File: src/rtl/incdec_count_monitor.sv
`default_nettype none
// ============================================================================
// Module      : incdec_count_monitor
// Description : Watermark/wrap monitor for an up/down counter: hysteretic
//               LOW/MID/HIGH flags, entry pulses, sticky ovf/unf.
// Revision    : 1.0 - initial release
// ============================================================================
module incdec_count_monitor #(
  parameter int unsigned WIDTH   = 32,
  parameter int unsigned LO_MARK = 4,
  parameter int unsigned HI_MARK = 28,
  parameter int unsigned HYST    = 2
) (
  input  logic             clk,
  input  logic             reset,
  input  logic             enable,
  input  logic             load,
  input  logic             inc,
  input  logic             dec,
  input  logic [WIDTH-1:0] count,
  input  logic             clr_sticky,
  output logic             lo_flag,
  output logic             hi_flag,
  output logic             zero_flag,
  output logic             lo_enter,
  output logic             hi_enter,
  output logic             ovf,
  output logic             unf
);

  localparam logic [1:0] S_LOW  = 2'd0;
  localparam logic [1:0] S_MID  = 2'd1;
  localparam logic [1:0] S_HIGH = 2'd2;

  // Thresholds carried at WIDTH+1 bits so mark +/- hysteresis cannot wrap.
  localparam logic [WIDTH:0] C_LO    = (WIDTH+1)'(LO_MARK);
  localparam logic [WIDTH:0] C_HI    = (WIDTH+1)'(HI_MARK);
  localparam logic [WIDTH:0] C_HYST  = (WIDTH+1)'(HYST);
  localparam logic [WIDTH:0] C_LO_UP = C_LO + C_HYST;
  localparam logic [WIDTH:0] C_HI_DN = C_HI - C_HYST;

  logic [1:0]       state;
  logic [1:0]       next_state;
  logic [WIDTH:0]   count_x;
  logic [WIDTH-1:0] count_q;
  logic             cmd_inc_q;
  logic             cmd_dec_q;
  logic             eff_inc;
  logic             eff_dec;
  logic             ovf_set;
  logic             unf_set;

  assign count_x = {1'b0, count};
  assign eff_inc = enable & ~load &  inc & ~dec;
  assign eff_dec = enable & ~load & ~inc &  dec;
  assign ovf_set = cmd_inc_q & (count < count_q);
  assign unf_set = cmd_dec_q & (count > count_q);

  always_comb begin
    next_state = state;
    if (count_x >= C_HI && state != S_HIGH)
      next_state = S_HIGH;
    else if (count_x < C_LO && state != S_LOW)
      next_state = S_LOW;
    else if (state == S_LOW && count_x >= C_LO_UP)
      next_state = S_MID;
    else if (state == S_HIGH && count_x < C_HI_DN)
      next_state = S_MID;
  end

  always_ff @(posedge clk or posedge reset) begin
    if (reset) begin
      state     <= S_LOW;
      lo_enter  <= 1'b0;
      hi_enter  <= 1'b0;
      zero_flag <= 1'b1;
      ovf       <= 1'b0;
      unf       <= 1'b0;
      cmd_inc_q <= 1'b0;
      cmd_dec_q <= 1'b0;
      count_q   <= '0;
    end else begin
      state     <= next_state;
      lo_enter  <= (next_state == S_LOW)  && (state != S_LOW);
      hi_enter  <= (next_state == S_HIGH) && (state != S_HIGH);
      zero_flag <= (count == '0);
      // A wrap detected in the same cycle as a clear still sets the bit.
      ovf       <= ovf_set | (ovf & ~clr_sticky);
      unf       <= unf_set | (unf & ~clr_sticky);
      cmd_inc_q <= eff_inc;
      cmd_dec_q <= eff_dec;
      count_q   <= count;
    end
  end

  assign lo_flag = (state == S_LOW);
  assign hi_flag = (state == S_HIGH);

endmodule
`default_nettype wire

File: config.mk
export PLATFORM = sky130hd
export DESIGN_NAME = incdec_count_monitor
export DESIGN_NICKNAME = d
export VERILOG_FILES = /design/src/rtl/incdec_count_monitor.sv
export SDC_FILE = /design/constraint.sdc
export NUM_CORES = 1
export LEC_CHECK = 0
export BUFFER_PORTS_ARGS = -buffer_cell sky130_fd_sc_hd__buf_4
export CAP_MARGIN = 20
export CELL_PAD_IN_SITES_DETAIL_PLACEMENT = 1
export CELL_PAD_IN_SITES_GLOBAL_PLACEMENT = 1
export CORE_MARGIN = 8
export CORE_UTILIZATION = 45
export DETAILED_ROUTE_END_ITERATION = 7
export GPL_TIMING_DRIVEN = 0
export HOLD_SLACK_MARGIN = 0.03
export PLACE_DENSITY = 0.87
export SETUP_SLACK_MARGIN = 0.4
export SYNTH_ARGS = -nofsm -noshare
export SYNTH_HDL_FRONTEND = slang
export SYNTH_SLANG_ARGS = --single-unit
File: constraint.sdc
create_clock -name clk -period 4.5 [get_ports clk]
set_clock_uncertainty 0.2 [all_clocks]
set_input_delay 0.9 -clock clk [delete_from_list [all_inputs] [get_ports clk]]
set_output_delay 0.9 -clock clk [all_outputs]
set_load 0.005 [all_outputs]
==> results.py, run 1 <==
metrics = {
    "critical_path": {
        "path_class": "primary input to flip-flop",
        "r2r_cells": 7,
        "crit_fanout": 3,
        "cp_slowest_cell": "nor4_1",
        "critPathLaunchType": "primary input",
        "endpoint_kind": "flip-flop",
        "cpMostUsedCell": "or4_4",
        "cp_cell_sequence": "buf_4 > nor4_1 > nand4_1 > or4_4 > or4_4 > nor3_2",
        "required_ns": 4.52,
        "slowest_delay_ns": 0.48,
        "worstPathArrival_ns": 2.75,
    },
    "clocking": {
        "clk_pin_slew_ns": 0.07,
        "insertion_delay_ns": 0.29,
        "post_cts.repair.setup_buffers": 0,
        "cts_buffers": 5,
        "htree_levels": 2,
        "cts_tree": "done",
        "clock_tree.root_cell": "clkbuf_8",
        "hold_buffers": 0,
        "cts.sinks": 41,
        "post_cts_resized": 0,
        "cts_buffer_depth": 2,
    },
    "sta": {
        "drv_slew": 0,
        "rsz0062_at_grt": "no",
        "relSlewSlack": 0.412,
        "worstMarginPinSlew_ns": 0.880,
        "tns_ns": 0,
        "setup_viol": 0,
        "worst_slack_ns": 1.77,
        "timing.fmax_ghz": 0.367,
        "min_period_ns": 2.73,
        "timing_hold_violations_final": 0,
        "whs_ns": 0.316,
        "fin_crit_sh": 0.606,
    },
    "die": {
        "coreArea_mm2": 0.00438,
        "floorplan.initialDensity": 0.472,
        "die_area_mm2": 0.00702,
        "row_count": 24,
        "io_pins": 46,
        "die_h_um": 83.8,
        "die_w_um": 83.8,
    },
    "yosys": {
        "syn_avg_cell_area_um2": 10.9,
        "synthTopCellsByArea": "dfrtp_1 48%, ha_1 19%, inv_1 6.4%",
        "syn-num-nets": 261,
        "synth_seq_cells": 41,
        "synthSimpleGateAreaFrac": 0.135,
        "postSynthCellCount": 190,
        "synth_xor_area_frac": 0,
        "yosysUniqueCellTypes": 33,
        "yosys.area_share.adder": 0.194,
        "yosys.area.top_type": "dfrtp_1",
        "synth_seq_area_share": 0.497,
        "synth-compound-area-share": 0.111,
        "netlist_area_mm2": 0.00207,
        "synthMuxAreaShare": 0,
        "yosysTopAreaCellShare": 0.484,
        "ys_warn_count": 0,
        "synth_top_family_by_area": "adder cells",
    },
    "global_routing": {
        "use_met1": 0.190,
        "globalRouteMet3Util": 0.0381,
        "track_usage": 0.157,
        "grt_overflow": 0,
        "grtUsageMet2": 0.266,
        "busiest_layer": "met2",
        "grt_max_degree": 42,
        "grt_pass1_vias": 1799,
        "grt_pass1_wl_mm": 8.96,
        "antenna_found_initial": 0,
    },
    "layout": {
        "multiInputGateArea_um2": 910,
        "nets": 313,
        "layout_commonest_cell": "buf_4",
        "seqCellArea_mm2": 0.00103,
        "layout_common_cells": "45 x buf_4, 40 x dfrtp_1, 34 x inv_1, 32 x ha_1, 14 x a21oi_1",
        "nFillCells": 501,
        "insertedDiodeCount": 0,
        "area_delta_synth_final_pct": 25.1,
        "drive_above_1_share": 0.243,
    },
    "detailed_routing": {
        "wirelength_mm": 5.38,
        "drtPass1Iterations": 4,
        "vias": 1624,
        "ant_nets": 0,
        "wire_per_inst_um": 18.2,
        "drt_iter0_markers": 116,
        "drc": 0,
        "routed_via_density": 5.51,
    },
    "placement": {
        "dp_hpwl_mm": 4.14,
        "dp_slack_ns": 1.52,
        "port-buffer-count": 45,
        "place_congestion": 0.750,
    },
    "status": {
        "status": "complete, no violations",
    },
    "power_and_ir_drop": {
        "p_per_area_mw_per_mm2": 316,
        "ir_drop_v": 0.000198,
        "p_leak_nw": 1.33,
    },
    "job": {
        "max_cap_violations": 0,
    },
    "worst_hold_path": {
        "hold_path_depth": 1,
        "hold_path_class": "flip-flop to flip-flop",
    },
}
sequential cells by signal, summed over array words and instances, names as in the netlist:
register	cells
cmd_dec_q	1
cmd_inc_q	1
count_q	32
hi_enter	1
lo_enter	1
ovf	1
state	2
unf	1
zero_flag	1
cell type report:
cell class / count / area share
Clock buffer: 7 / 0.0334
Clock inverter: 1 / 0.0116
Inverter: 35 / 0.0508
Multi-Input combinational cell: 114 / 0.352
Sequential cell: 41 / 0.397
Tap cell: 52 / 0.0251
Timing Repair Buffer: 45 / 0.131
synthesized netlist by cell type, drive strengths merged:
master	number
inv	35
nor4	7
nand2	8
o21a	1
a31oi	2
a221oi	1
o31a	1
or2	1
and4	1
nand3	4
a221o	2
o2bb2ai	1
o211ai	2
a21boi	2
a21o	1
or3	1
nor3	2
nand4	8
nor2	5
nand2b	1
dfrtp	40
dfstp	1
a22oi	1
o21ai	5
a2bb2oi	1
a211oi	2
nor4bb	2
nor2b	2
ha	32
a21oi	14
or4	4
metal layers:
metal	wire length, µm	share of wire	up-vias
li1	-	-	782
met1	2370	0.44	795
met2	2720	0.50	39
met3	200	0.037	8
met4	91	0.017	0
met5	0	0	-
per-stage QoR:
stage	util	total power, mW	instance area (µm²)	std cells
global placement	0.564	0.506	2470	287
floorplan	-	0.454	2070	190
CTS	0.590	0.829	2590	295
finish	0.590	0.818	2590	295
global route	0.590	0.857	2590	295
detailed placement	0.564	0.516	2470	287
critical path, delay by kind of cell:
family        cells  cell delay (ns)
buf+inv           1             0.12
simple gates      5             1.71
logic make-up (layout without fill, tap and decap cells):
family | count (synthesis) | after routing
and+or+nand+nor | 46 | 46
DFF | 41 | 41
AOI/OAI and AO/OA | 36 | 36
buffers and inverters | 35 | 88
adders and majority gates | 32 | 32
worst paths after layout:
check / from / slack [ns] / end
max in group asynchronous: reset / 2.95 / count_q[22]$_DFF_PP0_
worst max-delay path: count[9] / 1.77 / zero_flag$_DFF_PP1_
worst max register to register: count_q[30]$_DFF_PP0_ / 2.16 / unf$_DFF_PP0_
min in group asynchronous: reset / 0.60 / cmd_dec_q$_DFF_PP0_
worst min register to register: ovf$_DFF_PP0_ / 0.32 / ovf$_DFF_PP0_
worst min-delay path: ovf$_DFF_PP0_ / 0.32 / ovf$_DFF_PP0_
where the power goes:
group / internal [mW] / leakage [nW] / switching (mW)
Sequential: 0.384 / 0.489 / 0.00489
Combinational: 0.0552 / 0.779 / 0.0659
Clock: 0.181 / 0.0585 / 0.128
Total: 0.620 / 1.33 / 0.198
Power figures use the tool's default switching activity.
==> run 2: changes to the inputs <==
--- a/config.mk
+++ b/config.mk
@@ -10,11 +10,11 @@
 export CELL_PAD_IN_SITES_DETAIL_PLACEMENT = 1
 export CELL_PAD_IN_SITES_GLOBAL_PLACEMENT = 1
 export CORE_MARGIN = 8
-export CORE_UTILIZATION = 45
+export CORE_UTILIZATION = 37
 export DETAILED_ROUTE_END_ITERATION = 7
 export GPL_TIMING_DRIVEN = 0
 export HOLD_SLACK_MARGIN = 0.03
-export PLACE_DENSITY = 0.87
+export PLACE_DENSITY = 0.77
 export SETUP_SLACK_MARGIN = 0.4
 export SYNTH_ARGS = -nofsm -noshare
 export SYNTH_HDL_FRONTEND = slang
==> constraint.sdc (replaced) <==
create_clock -name clk -period 2.4 [get_ports clk]
set_clock_uncertainty 0.2 [all_clocks]
set_input_delay 0.48 -clock clk [delete_from_list [all_inputs] [get_ports clk]]
set_output_delay 0.48 -clock clk [all_outputs]
set_load 0.005 [all_outputs]
==> results.py, run 2 (synthesized netlist as in run 1, its figures left out) <==
metrics = {
    "status": {
        "status": "complete, no violations",
    },
    "power_and_ir_drop": {
        "combPwrFrac": 0.169,
        "intPower_mw": 1.19,
        "power.switching_mw": 0.396,
        "power_mw": 1.59,
        "netSwitchingFraction": 0.250,
        "ir_drop_v": 0.000283,
        "seqPwrFrac": 0.460,
        "p_per_area_mw_per_mm2": 548,
        "pwr-share-clk": 0.370,
        "p_leak_nw": 1.37,
    },
    "layout": {
        "layout_common_cells": "50 x buf_4, 40 x dfrtp_1, 25 x inv_1, 19 x ha_1, 13 x ha_4",
        "utilization": 0.532,
        "drive_above_1_share": 0.388,
        "area_delta_synth_final_pct": 39.9,
        "reg.largest.list": "count_q x32, state x2",
        "layout_commonest_cell": "buf_4",
        "largest_register_ffs": 32,
        "nets": 320,
        "insertedDiodeCount": 0,
        "nFillCells": 599,
        "largest_register": "count_q",
    },
    "clocking": {
        "cts_buffers": 5,
        "htree_levels": 2,
        "clock_tree.root_cell": "clkbuf_8",
        "cts_buffer_depth": 2,
        "clk_pin_slew_ns": 0.08,
        "hold_buffers": 0,
        "cts.sinks": 41,
        "cts_tree": "done",
        "insertion_delay_ns": 0.30,
    },
    "critical_path": {
        "r2r-end": "unf$_DFF_PP0_",
        "required_ns": 2.42,
        "timing.rr.start": "count_q[31]$_DFF_PP0_",
        "endpoint_kind": "flip-flop",
        "crit_fanout": 3,
        "rrSetupSlack_ns": 0.28,
        "path_class": "primary input to flip-flop",
        "worstPathArrival_ns": 2.20,
        "r2r_cells": 7,
        "critPathLaunchType": "primary input",
    },
    "sta": {
        "relSlewSlack": 0.407,
        "rsz0062_at_grt": "yes",
        "timing.fmax_ghz": 0.461,
        "min_period_ns": 2.17,
        "worstMarginPinSlew_ns": 0.888,
        "fin_crit_sh": 0.905,
        "drv_slew": 0,
        "whs_ns": 0.0920,
        "setup_viol": 0,
        "timing_hold_violations_final": 0,
    },
    "detailed_routing": {
        "vias": 1635,
        "wirelength_mm": 5.43,
        "drt_iter0_markers": 42,
        "wire_per_inst_um": 16.9,
        "ant_nets": 0,
        "drc": 0,
        "routed_via_density": 5.08,
        "drtPass1Iterations": 4,
    },
    "placement": {
        "dp_hpwl_mm": 4.10,
        "place_congestion": 0.794,
        "port-buffer-count": 45,
    },
    "global_routing": {
        "grt_pass1_vias": 1885,
        "grt_pass1_wl_mm": 9.00,
        "grt_overflow": 0,
        "grt_max_degree": 42,
        "antenna_found_initial": 0,
        "track_usage": 0.136,
    },
    "die": {
        "floorplan.initialDensity": 0.380,
        "coreArea_mm2": 0.00544,
        "die_h_um": 90.8,
        "die_w_um": 90.8,
        "die_area_mm2": 0.00824,
        "row_count": 27,
        "io_pins": 46,
    },
    "worst_hold_path": {
        "min_to": "count_q[17]$_DFF_PP0_",
        "hold_start": "count[17]",
        "hold_path_depth": 1,
        "hold_path_class": "primary input to flip-flop",
    },
    "job": {
        "max_cap_violations": 0,
    },
}
[run 2: cell count changes in the layout (fill, tap and decap cells not counted), sizes merged]
cell,previous run,this run
buf,45,52
[run 2: power groups by stage]
stage	logic (mW)	clock network (mW)	registers, mW
after floorplan	0.130	0	0.740
after global placement	0.237	0	0.741
after detailed placement	0.249	0	0.742
after CTS	0.268	0.603	0.730
after global routing	0.304	0.622	0.734
final	0.268	0.587	0.730
[run 2: worst max-delay path by stage]
stage | startpoint | end | slack, ns | depth (start not counted)
global route | count_q[19]$_DFF_PP0_ | unf$_DFF_PP0_ | 0.17 | 7
global placement | count[19] | zero_flag$_DFF_PP1_ | -0.12 | 5
floorplan | count[18] | zero_flag$_DFF_PP1_ | 0.08 | 4
CTS | count[27] | zero_flag$_DFF_PP1_ | 0.21 | 5
detailed placement | count[19] | zero_flag$_DFF_PP1_ | -0.13 | 5
finish | count[27] | zero_flag$_DFF_PP1_ | 0.23 | 5
[run 2: metal layers]
layer / track usage / wire [µm] / part of all wire
met1: 0.163 / 2330 / 0.43
met2: 0.224 / 2740 / 0.50
met3: 0.0382 / 259 / 0.048
met4: 0.0527 / 95 / 0.017
met5: 0 / 0 / 0
[run 2: through the flow]
step / TNS, ns / std cells / setup WS, ns / cell area, µm²
floorplan: 0 / 190 / 0.0846 / 2220
global placement: -0.215 / 307 / -0.118 / 2650
detailed placement: -0.246 / 307 / -0.133 / 2650
CTS: 0 / 321 / 0.213 / 2870
global route: 0 / 322 / 0.168 / 2890
finish: 0 / 322 / 0.229 / 2890
[run 2: area by class of cell]
class,count,area (µm²),area share
multi-input cells,114,1130,0.391
flip-flops and latches,41,1030,0.355
repair buffers,52,398,0.138
inverters,35,131,0.0454
well taps,72,90.1,0.0311
clock buffers,7,86.3,0.0298
clock inverters,1,30.0,0.0104
[run 2: critical path: stages]
cell and delay (ns):
buf_6 0.10, or4_4 0.53, or4_4 0.53, or4_4 0.44, nor3_2 0.12
[run 2: what timing repair did]
item	CTS	global route
setup endpoints to repair	4	5
pin swaps	15	0
resized for setup	18	3
buffers inserted	6	1
==> run 3: changes to the inputs <==
--- a/config.mk
+++ b/config.mk
@@ -15,6 +15,7 @@
 export GPL_TIMING_DRIVEN = 0
 export HOLD_SLACK_MARGIN = 0.03
 export PLACE_DENSITY = 0.77
+export RECOVER_POWER = 100
 export SETUP_SLACK_MARGIN = 0.4
 export SYNTH_ARGS = -nofsm -noshare
 export SYNTH_HDL_FRONTEND = slang
==> results.py, run 3 (synthesized netlist as in run 1, its figures left out) <==
metrics = {
    "status": {
        "status": "finished with violations",
        "violations": "max-capacitance violations, max-slew violations",
    },
    "clocking": {
        "clock_tree.root_cell": "clkbuf_8",
        "hold_buffers": 0,
        "cts_tree": "done",
        "cts_buffers": 5,
        "cts.sinks": 41,
        "insertion_delay_ns": 0.30,
        "cts_buffer_depth": 2,
        "clk_pin_slew_ns": 0.08,
        "htree_levels": 2,
    },
    "power_and_ir_drop": {
        "netSwitchingFraction": 0.252,
        "power.switching_mw": 0.391,
        "ir_drop_v": 0.000280,
        "combPwrFrac": 0.156,
        "p_leak_nw": 1.24,
        "pwr-share-clk": 0.375,
        "p_per_area_mw_per_mm2": 564,
        "seqPwrFrac": 0.470,
        "intPower_mw": 1.16,
    },
    "global_routing": {
        "track_usage": 0.136,
        "grt_max_degree": 42,
        "grtUsageMet2": 0.224,
        "grt_overflow": 0,
        "antenna_found_initial": 0,
        "globalRouteMet3Util": 0.0382,
        "busiest_layer": "met2",
        "grt_pass1_vias": 1885,
        "grt_pass1_wl_mm": 9.00,
        "use_met1": 0.163,
    },
    "die": {
        "die_w_um": 90.8,
        "io_pins": 46,
        "coreArea_mm2": 0.00544,
        "row_count": 27,
        "floorplan.initialDensity": 0.380,
        "die_area_mm2": 0.00824,
        "die_h_um": 90.8,
    },
    "critical_path": {
        "crit_fanout": 3,
        "timing.rr.start": "count_q[31]$_DFF_PP0_",
        "rrSetupSlack_ns": 0.28,
        "path_class": "primary input to flip-flop",
        "critPathLaunchType": "primary input",
        "required_ns": 2.42,
        "worstPathArrival_ns": 2.27,
        "r2r-end": "unf$_DFF_PP0_",
        "endpoint_kind": "flip-flop",
        "r2r_cells": 7,
    },
    "worst_hold_path": {
        "hold_path_depth": 1,
        "hold_start": "count[26]",
        "hold_path_class": "primary input to flip-flop",
        "min_to": "count_q[26]$_DFF_PP0_",
    },
    "sta": {
        "setup_viol": 0,
        "min_period_ns": 2.25,
        "relSlewSlack": -0.0721,
        "drv_slew": 42,
        "fin_crit_sh": 0.937,
        "timing_hold_violations_final": 0,
        "worstMarginPinSlew_ns": 1.61,
        "whs_ns": 0.130,
        "rsz0062_at_grt": "yes",
        "timing.fmax_ghz": 0.445,
    },
    "placement": {
        "port-buffer-count": 45,
        "place_congestion": 0.794,
        "dp_hpwl_mm": 4.10,
        "dpl_cell_area_mm2": 0.00265,
        "dp.cells": 307,
    },
    "layout": {
        "nets": 320,
        "area_delta_synth_final_pct": 33.3,
        "fin_cells": 322,
        "fin_area_mm2": 0.00276,
        "layout_common_cells": "40 x dfrtp_1, 34 x clkbuf_1, 26 x inv_1, 19 x ha_1, 13 x ha_4",
        "utilization": 0.507,
        "nFillCells": 616,
        "largest_register": "count_q",
        "insertedDiodeCount": 0,
        "largest_register_ffs": 32,
        "drive_above_1_share": 0.248,
        "layout_commonest_cell": "dfrtp_1",
        "reg.largest.list": "count_q x32, state x2",
    },
    "detailed_routing": {
        "wirelength_mm": 5.40,
        "routed_via_density": 5.10,
        "drt_iter0_markers": 41,
        "vias": 1642,
        "ant_nets": 0,
        "drtPass1Iterations": 4,
        "wire_per_inst_um": 16.8,
        "drc": 0,
    },
    "job": {
        "max_cap_violations": 1,
    },
}
run 3: layout make-up:
type,count,area [µm²],share of cell area
Multi-Input combinational cell,114,1130,0.408
Sequential cell,41,1030,0.373
Timing Repair Buffer,52,267,0.0966
Inverter,35,131,0.0476
Tap cell,72,90.1,0.0327
Clock buffer,7,86.3,0.0313
Clock inverter,1,30.0,0.0109
run 3: routing by layer:
metal  wire length, µm  part of all wire
met4                95             0.018
met2              2740              0.51
met3               254             0.047
met5                 0                 0
met1              2310              0.43
run 3: through the flow:
step	power, mW	setup WS (ns)	setup TNS (ns)
4_1_cts	1.60	0.213	0
3_5_place_dp	0.991	-0.133	-0.246
5_1_grt	1.63	0.0881	0
3_3_place_gp	0.978	-0.118	-0.215
6_report	1.55	0.152	0
2_1_floorplan	0.869	0.0846	0
run 3: worst max-delay path by stage:
stage	from	to	slack [ns]	cells past startpoint
floorplan	count[18]	zero_flag$_DFF_PP1_	0.08	4
global placement	count[19]	zero_flag$_DFF_PP1_	-0.12	5
detailed placement	count[19]	zero_flag$_DFF_PP1_	-0.13	5
CTS	count[27]	zero_flag$_DFF_PP1_	0.21	5
global route	count[27]	lo_enter$_DFF_PP0_	0.09	5
finish	count[27]	zero_flag$_DFF_PP1_	0.15	5
run 3: repair_timing:
item                       CTS  global route
setup buffers                6             1
cloned                       0             0
pin swaps                   15             0
setup endpoints to repair    4             5
hold endpoints to repair     0             0
resized for setup           18             3
run 3: power groups by stage:
stage	Sequential [mW]	Combinational [mW]	Clock (mW)
after floorplan	0.740	0.130	0
after global placement	0.741	0.237	0
after detailed placement	0.742	0.249	0
after CTS	0.730	0.268	0.603
after global routing	0.734	0.278	0.622
final	0.730	0.242	0.582
run 3: worst max-delay path, cell delays in order:
cell and delay [ns]:
clkbuf_1 0.12, or4_4 0.54, or4_1 0.56, or4_4 0.45, nor3_2 0.12
